File: src/rtl/biquad_scheduler.sv
// Shared-MAC biquad over NUM_CH channels: 7 cycles per channel, one y_valid per channel, frame = 7*NUM_CH cycles.
// No output backpressure; start/clear are ignored and coefficient writes dropped (coef_err) while busy.
module biquad_scheduler #(
   parameter int NUM_CH = 4,
   parameter int CH_W   = 2
) (
   input  logic                   Clk,
   input  logic                   Reset,
   input  logic                   start,
   input  logic                   clear,
   output logic [CH_W-1:0]        x_rd_ch,
   input  logic signed [15:0]     x_rd_data,
   input  logic                   coef_we,
   input  logic [CH_W-1:0]        coef_ch,
   input  logic [2:0]             coef_sel,
   input  logic signed [15:0]     coef_data,
   output logic                   coef_err,
   output logic                   y_valid,
   output logic [CH_W-1:0]        y_ch,
   output logic signed [15:0]     y_data,
   output logic                   busy,
   output logic                   done
);

   typedef enum logic [1:0] {IDLE, MAC, SCALE, WB} state_t;

   state_t                state;
   logic [CH_W-1:0]       ch;
   logic [2:0]            k;
   logic signed [15:0]    acc;
   logic signed [15:0]    xcap;
   logic signed [15:0]    yreg;

   // coefficient slots: 0=b0 1=b1 2=b2 3=a0 4=a1 5=a2
   logic signed [15:0]    coef [NUM_CH][6];
   logic signed [15:0]    x1 [NUM_CH];
   logic signed [15:0]    x2 [NUM_CH];
   logic signed [15:0]    y1 [NUM_CH];
   logic signed [15:0]    y2 [NUM_CH];

   logic signed [15:0]    mul_a;
   logic signed [15:0]    mul_b;
   logic signed [31:0]    prod;
   logic signed [15:0]    prod_hi;

   assign x_rd_ch = ch;

   always_comb begin
      mul_a = '0;
      mul_b = '0;
      if (state == SCALE) begin
         mul_a = coef[ch][3];
         mul_b = acc;
      end else begin
         case (k)
            3'd0: begin mul_a = coef[ch][0]; mul_b = x_rd_data; end
            3'd1: begin mul_a = coef[ch][1]; mul_b = x1[ch];    end
            3'd2: begin mul_a = coef[ch][2]; mul_b = x2[ch];    end
            3'd3: begin mul_a = coef[ch][4]; mul_b = y1[ch];    end
            default: begin mul_a = coef[ch][5]; mul_b = y2[ch]; end
         endcase
      end
   end

   assign prod    = mul_a * mul_b;
   assign prod_hi = 16'(prod >>> 16);

   always_ff @(posedge Clk or posedge Reset) begin
      if (Reset) begin
         state    <= IDLE;
         ch       <= '0;
         k        <= '0;
         acc      <= '0;
         xcap     <= '0;
         yreg     <= '0;
         coef_err <= 1'b0;
         y_valid  <= 1'b0;
         y_ch     <= '0;
         y_data   <= '0;
         busy     <= 1'b0;
         done     <= 1'b0;
         for (int i = 0; i < NUM_CH; i++) begin
            x1[i] <= '0;
            x2[i] <= '0;
            y1[i] <= '0;
            y2[i] <= '0;
            for (int j = 0; j < 6; j++) coef[i][j] <= '0;
         end
      end else begin
         y_valid  <= 1'b0;
         done     <= 1'b0;
         coef_err <= 1'b0;

         if (coef_we) begin
            if (state != IDLE)
               coef_err <= 1'b1;
            else if (32'(coef_ch) < NUM_CH && coef_sel <= 3'd5)
               coef[coef_ch][coef_sel] <= coef_data;
         end

         case (state)
            IDLE: begin
               // clear lands on the same edge that launches the frame, so a joint start+clear runs on zeroed history
               if (clear) begin
                  for (int i = 0; i < NUM_CH; i++) begin
                     x1[i] <= '0;
                     x2[i] <= '0;
                     y1[i] <= '0;
                     y2[i] <= '0;
                  end
               end
               if (start) begin
                  state <= MAC;
                  ch    <= '0;
                  k     <= '0;
                  busy  <= 1'b1;
               end
            end
            MAC: begin
               if (k == 3'd0) begin
                  xcap <= x_rd_data;
                  acc  <= prod_hi;
               end else begin
                  acc  <= acc + prod_hi;
               end
               if (k == 3'd4) begin
                  k     <= '0;
                  state <= SCALE;
               end else begin
                  k <= k + 3'd1;
               end
            end
            SCALE: begin
               yreg  <= prod_hi;
               state <= WB;
            end
            WB: begin
               x2[ch]  <= x1[ch];
               x1[ch]  <= xcap;
               y2[ch]  <= y1[ch];
               y1[ch]  <= yreg;
               y_valid <= 1'b1;
               y_ch    <= ch;
               y_data  <= yreg;
               if (32'(ch) == NUM_CH - 1) begin
                  state <= IDLE;
                  ch    <= '0;
                  busy  <= 1'b0;
                  done  <= 1'b1;
               end else begin
                  ch    <= ch + 1'b1;
                  state <= MAC;
               end
            end
            default: state <= IDLE;
         endcase
      end
   end

endmodule

File: config.mk
export PLATFORM = sky130hd
export DESIGN_NAME = biquad_scheduler
export DESIGN_NICKNAME = d
export VERILOG_FILES = /design/src/rtl/biquad_scheduler.sv
export SDC_FILE = /design/constraint.sdc
export NUM_CORES = 2
export LEC_CHECK = 0
export BUFFER_PORTS_ARGS = -buffer_cell sky130_fd_sc_hd__buf_2
export CORE_UTILIZATION = 45
export CTS_CLUSTER_SIZE = 28
export DETAILED_ROUTE_END_ITERATION = 12
export SLEW_MARGIN = 20
export SYNTH_ARGS = -nofsm -noshare
export SYNTH_HDL_FRONTEND = slang
export SYNTH_SLANG_ARGS = --single-unit
File: constraint.sdc
create_clock -name Clk -period 70.5 [get_ports Clk]
set_input_delay 10.575 -clock Clk [delete_from_list [all_inputs] [get_ports Clk]]
set_output_delay 10.575 -clock Clk [all_outputs]
set_load 0.1 [all_outputs]
# Yosys cells after proc, flatten, opt, wreduce, memory -nomap -nowiden
# Cells that the tools add are included.
# op_classes
n_addsub	3
multipliers	1
n_lt_le_gt_ge	7
eq_ne	12
n_mux	54
n_bitwise	4
n_reduce_logical	15
# op_table
cell	count
64-bit one-hot mux with 2 select lines	4
384-bit bitwise mux	1
96-bit 2-to-1 mux	3
64-bit bitwise mux	4
16-bit 2-to-1 mux	13
96-bit binary-select mux with 2-bit select	1
96-bit demux with 2-bit select	1
16-bit binary-select mux with 2-bit select	4
16-bit one-hot mux with 4 select lines	2
64-bit 2-to-1 mux	1
16-bit demux with 3-bit select	1
16-bit demux with 2-bit select	1
16-bit by 16-bit multiplier with 32-bit output	1
16-bit adder	1
2-bit AND reduction	5
1-bit 2-to-1 mux	8
2-bit 2-to-1 mux	4
2-bit != test (second input constant)	4
2-bit one-hot mux with 4 select lines	1
2-bit equality test (second input constant)	3
3-bit by 2-bit equality test with 1-bit output (second input constant)	2
3-bit >= comparator (second input constant)	2
3-bit by 1-bit < comparator with 1-bit output (second input constant)	2
3-bit 2-to-1 mux	2
other kinds (19)	25
# totals
register_bits	717
inputBits	42
output_inout_bits	24
word_cells	148

# Logic depth before layout (Yosys ltp)
# logic_depth
word_depth	9
ltp_mapped	45
mapped_depth_nobuf	38

# Worst setup path after synthesis
# No wires, ideal clock.
# synth_path
path_kind	input to register
from	in x_rd_data[9]
to	reg acc[15]
t_arrival_ns	18.598
required_time_ns	70.358
slack_ns	51.761
cell_stages	37
n_path_buf	2
cell_sequence	a22oi_1 -> a31o_2 -> o21ai_1 -> clkbuf_1 -> nand2_1 -> fa_1 -> inv_1 -> fa_1 -> inv_1 -> fa_1 -> inv_1 -> fa_1 -> fa_1 -> inv_1 -> fa_1 -> inv_1 -> ha_1 -> a21o_1 -> a21oi_1 -> o21ai_0 -> a21o_1 -> nand2_1 -> o21ai_0 -> or4_1 -> buf_4 -> a41o_1 -> nor3_2 -> ha_1 -> or2_2 -> a21oi_1 -> a31oi_1 -> a31oi_1 -> o21ai_0 -> nand4_1 -> mux2i_1 -> nor4_1 -> o2111ai_1
# synth_between
elab_chain_len	5
# synth_rtl
item	line	text
from (decl)	12	input logic signed [15:0] x_rd_data,
16-bit one-hot mux with 4 select lines	55	case (k)
16-bit 2-to-1 mux	51	if (state == SCALE) begin
16-bit by 16-bit multiplier with 32-bit output	65	assign prod = mul_a * mul_b;
net prod[25]	43	logic signed [31:0] prod;
16-bit adder	124	acc <= acc + prod_hi;
16-bit 2-to-1 mux	120	if (k == 3'd0) begin
to (signal assigned)	122	acc <= prod_hi;
to (signal assigned)	124	
to (decl)	30	logic signed [15:0] acc;
# The timed path passes the listed nets, and every way through them passes these cells.
# A chain may end at the register's enable or synchronous reset.

# Final worst setup path
# layout_path
from	in x_rd_data[8]
to	reg acc[15]
# Same word-level chain as after synthesis.

==> impl_results.md <==
- Later-pin clock latency in the skew report: 0.64 ns
- Final worst-path cycle share: 27.6%
- Crit path launch type: input pin
- Worst hold path depth: 2
- WHS Endpoint: x2[33]$_DFFE_PP0P_
- Max Clk Rate: 51.4 MHz
- Nature of the critical path endpoint: flop
- Uppermost routed layer: met5
- Worst-margin pin slew: 1.19 ns
- Synth Warn #: 0
- Initial core utilization: 45.5%
- Fill count: 8,017
- #FFs+latches synth: 717
- Cell taking the most area after synthesis: dfrtp_1
- RSZ-0062 raised after global routing: no
- Clk slew on worst S/H paths: 0.06 ns
- Tot GR Track Use: 25.5%
- Critical path arrival: 19.97 ns
- Root buffer cell: clkbuf_16
- Final Util: 49.8%
- Worst Path Class, Setup: in -> reg
- Period minus WS final: 19.47 ns
- Post-CTS sizing: 0
- CTS Hold Buffers Added: 0
- Met1 Wirelength: 49,300 um
- Row count: 111
- Router iterations before antenna repair: 5
- I/O Pins: 66
- Sequential-to-total area share from yosys stat: 43.0%
- Max_slew headroom: 20.2%
- Setup crit start: x_rd_data[8]
- First-pass GRT wire length: 183,000 um
- Met2 wire length: 57,300 um
- Wire length per cell: 25.5 um
- Reg2Reg Depth: 37
- Maxcap violations: 0
- Initial antenna violation count: 4
- Nets: 3,681
- I/O Buffers: 65
- Cell with the most instances after synthesis: dfrtp_1
- Iteration-0 DRC Markers: 2,215
- Grt ovf: 0
- Post-synth top cells: 717 x dfrtp_1, 445 x mux2_2, 323 x inv_1, 263 x fa_1, 246 x a22o_1
- Layout cells sized above 1: 26.4%
- Avg Inst Size Synth: 12.7 um^2
- R2R Path End: acc[15]$_DFFE_PP0P_
- Area grow syn2layout: 9.37%
- Final setup violation count: 0
- DIE WIDTH: 307 um
- Largest net degree at the start of global routing: 183
- Largest stage delay, worst path: 0.69 ns
- Worst Hold Launch: x2[33]$_DFFE_PP0P_
- Post-CTS setup repair buffer count: 0
- Synthesized area: 41,800 um^2
- Fraction of registers with async set/reset: 100%
- HP Class: reg -> reg
- Main flop type after synthesis: dfrtp_1
- Die Ht: 307 um
- # clock sinks: 717
- DRC violations left: 0
- CTS tree: done
- Data required time of the worst path: 71.00 ns
- Share of the synthesized area in the top cell type: 43.0%
- Placed cell areas: 43,300 um^2
- WL met3: 6030 um
- Largest fanout on the critical path: 16
- Slowest CP cell: or4_1
- Total wire length: 116,000 um
- EDFF count, synth: 0
- H-tree depth: 3
- Total core area: 91,800 um^2
- Die area: 94,000 um^2
- Crit Reg-Reg Startpoint: x_rd_ch[1]$_DFFE_PP0P_
- Worst R2R Setup Slack: 58.21 ns
- Cts bufs inserted: 73
- Via-to-Cell Ratio: 5.94
- Final Hold Viols: 0
- Unique masters post-synth: 74
- Status: finished clean
- Vias in the first global route: 29,900
- Fin. max-slew vios: 0
- Post-DRT Antenna Nets: 0
- Syn nets: 3,705
- CTS max path bufs: 3
- Fin area: 45,700 um^2
- Synth top area cells: dfrtp_1 43%, fa_1 13%, mux2_2 12%, mux4_2 8.2%, a22o_1 5.2%
- Setup TNS: 0 ns
- Hpwl dp: 76,500 um
- Critical path's most frequent cell: fa_1
- Syn Inst Count: 3,292
- Setup Skew: 0.0305 ns
- Gpl congestion: 0.907
- Vias: 27,100
-- critical path: cells and delay by family --
kind / cells / cell delay (ns)
buffers and inverters: 6 / 0.38
and+or+nand+nor: 7 / 1.95
AOI/OAI and AO/OA: 13 / 2.76
adders and majority gates: 8 / 3.66
muxes: 2 / 0.61
-- registers in the layout (all words and copies together), names as in the netlist --
name and cells:
acc 16, busy 1, coef 384, coef_err 1, done 1, k 3, state 2, x1 64
x2 64, x_rd_ch 2, xcap 16, y1 64, y2 64, y_ch 2, y_data 16, y_valid 1
yreg 16
-- logic make-up after synthesis --
logic type,Yosys count,synth area share [%]
AO/OA/AOI/OAI,524,9.61
XOR/XNOR,40,0.839
adder cells (fa/ha/maj),371,15.8
buffers and inverters,551,5.13
flip-flops,717,43.0
multiplexers,611,20.6
AND/OR/NAND/NOR,478,4.98
-- layout by cell type, fill, tap and decap left out, drive strengths merged, types with 10 or more instances in the layout --
cell type  instances
a21o              21
a21oi             78
a22o             246
a22oi             47
a311oi            12
a31oi             13
a32oi             11
and2              11
buf              127
clkbuf           112
clkinv            13
dfrtp            717
fa               263
ha               108
inv              326
mux2             446
mux2i             10
mux4             155
nand2            180
nand2b            16
nand3             12
nand4             11
nor2             188
nor2b             16
nor3              12
o21ai             47
xnor2             27
xor2              13
-- area by class of cell --
cell class	count	area, um^2	share of cell area (%)
Multi-Input combinational cell	2024	21800	47.7
Sequential cell	717	17900	39.3
Clock buffer	112	2170	4.74
Tap cell	1243	1560	3.40
Inverter	325	1230	2.69
Timing Repair Buffer	127	827	1.81
Clock inverter	17	160	0.351
Antenna cell	2	5.00	0.0110
-- worst max path at each step --
| stage | end | cells past startpoint |
|---|---|---|
| after floorplan | acc[0]$_DFFE_PP0P_ | 1 |
| after global placement | acc[15]$_DFFE_PP0P_ | 36 |
| after detailed placement | acc[15]$_DFFE_PP0P_ | 31 |
| after CTS | acc[15]$_DFFE_PP0P_ | 36 |
| after global routing | acc[15]$_DFFE_PP0P_ | 31 |
| final | acc[15]$_DFFE_PP0P_ | 36 |
-- per-stage QoR --
step / cells / setup slack (ns) / hold slack [ns]
finish: 4567 / 51.03 / 0.486
global route: 4567 / 50.56 / 0.502
CTS: 4565 / 51.16 / 0.483
detailed placement: 4436 / 50.49 / 0.470
global placement: 4436 / 50.60 / 0.458
floorplan: 3292 / 39.81 / 0.444
-- per-layer routing --
layer,vias up,GRT usage (%)
met2,860,42.7
met4,4,8.07
met3,211,3.53
li1,11500,-
met5,-,0
met1,14600,34.4
Power is left out: the tool's default activity adds up to more than one toggle a clock period on the data nets, which glitch-free logic cannot reach.
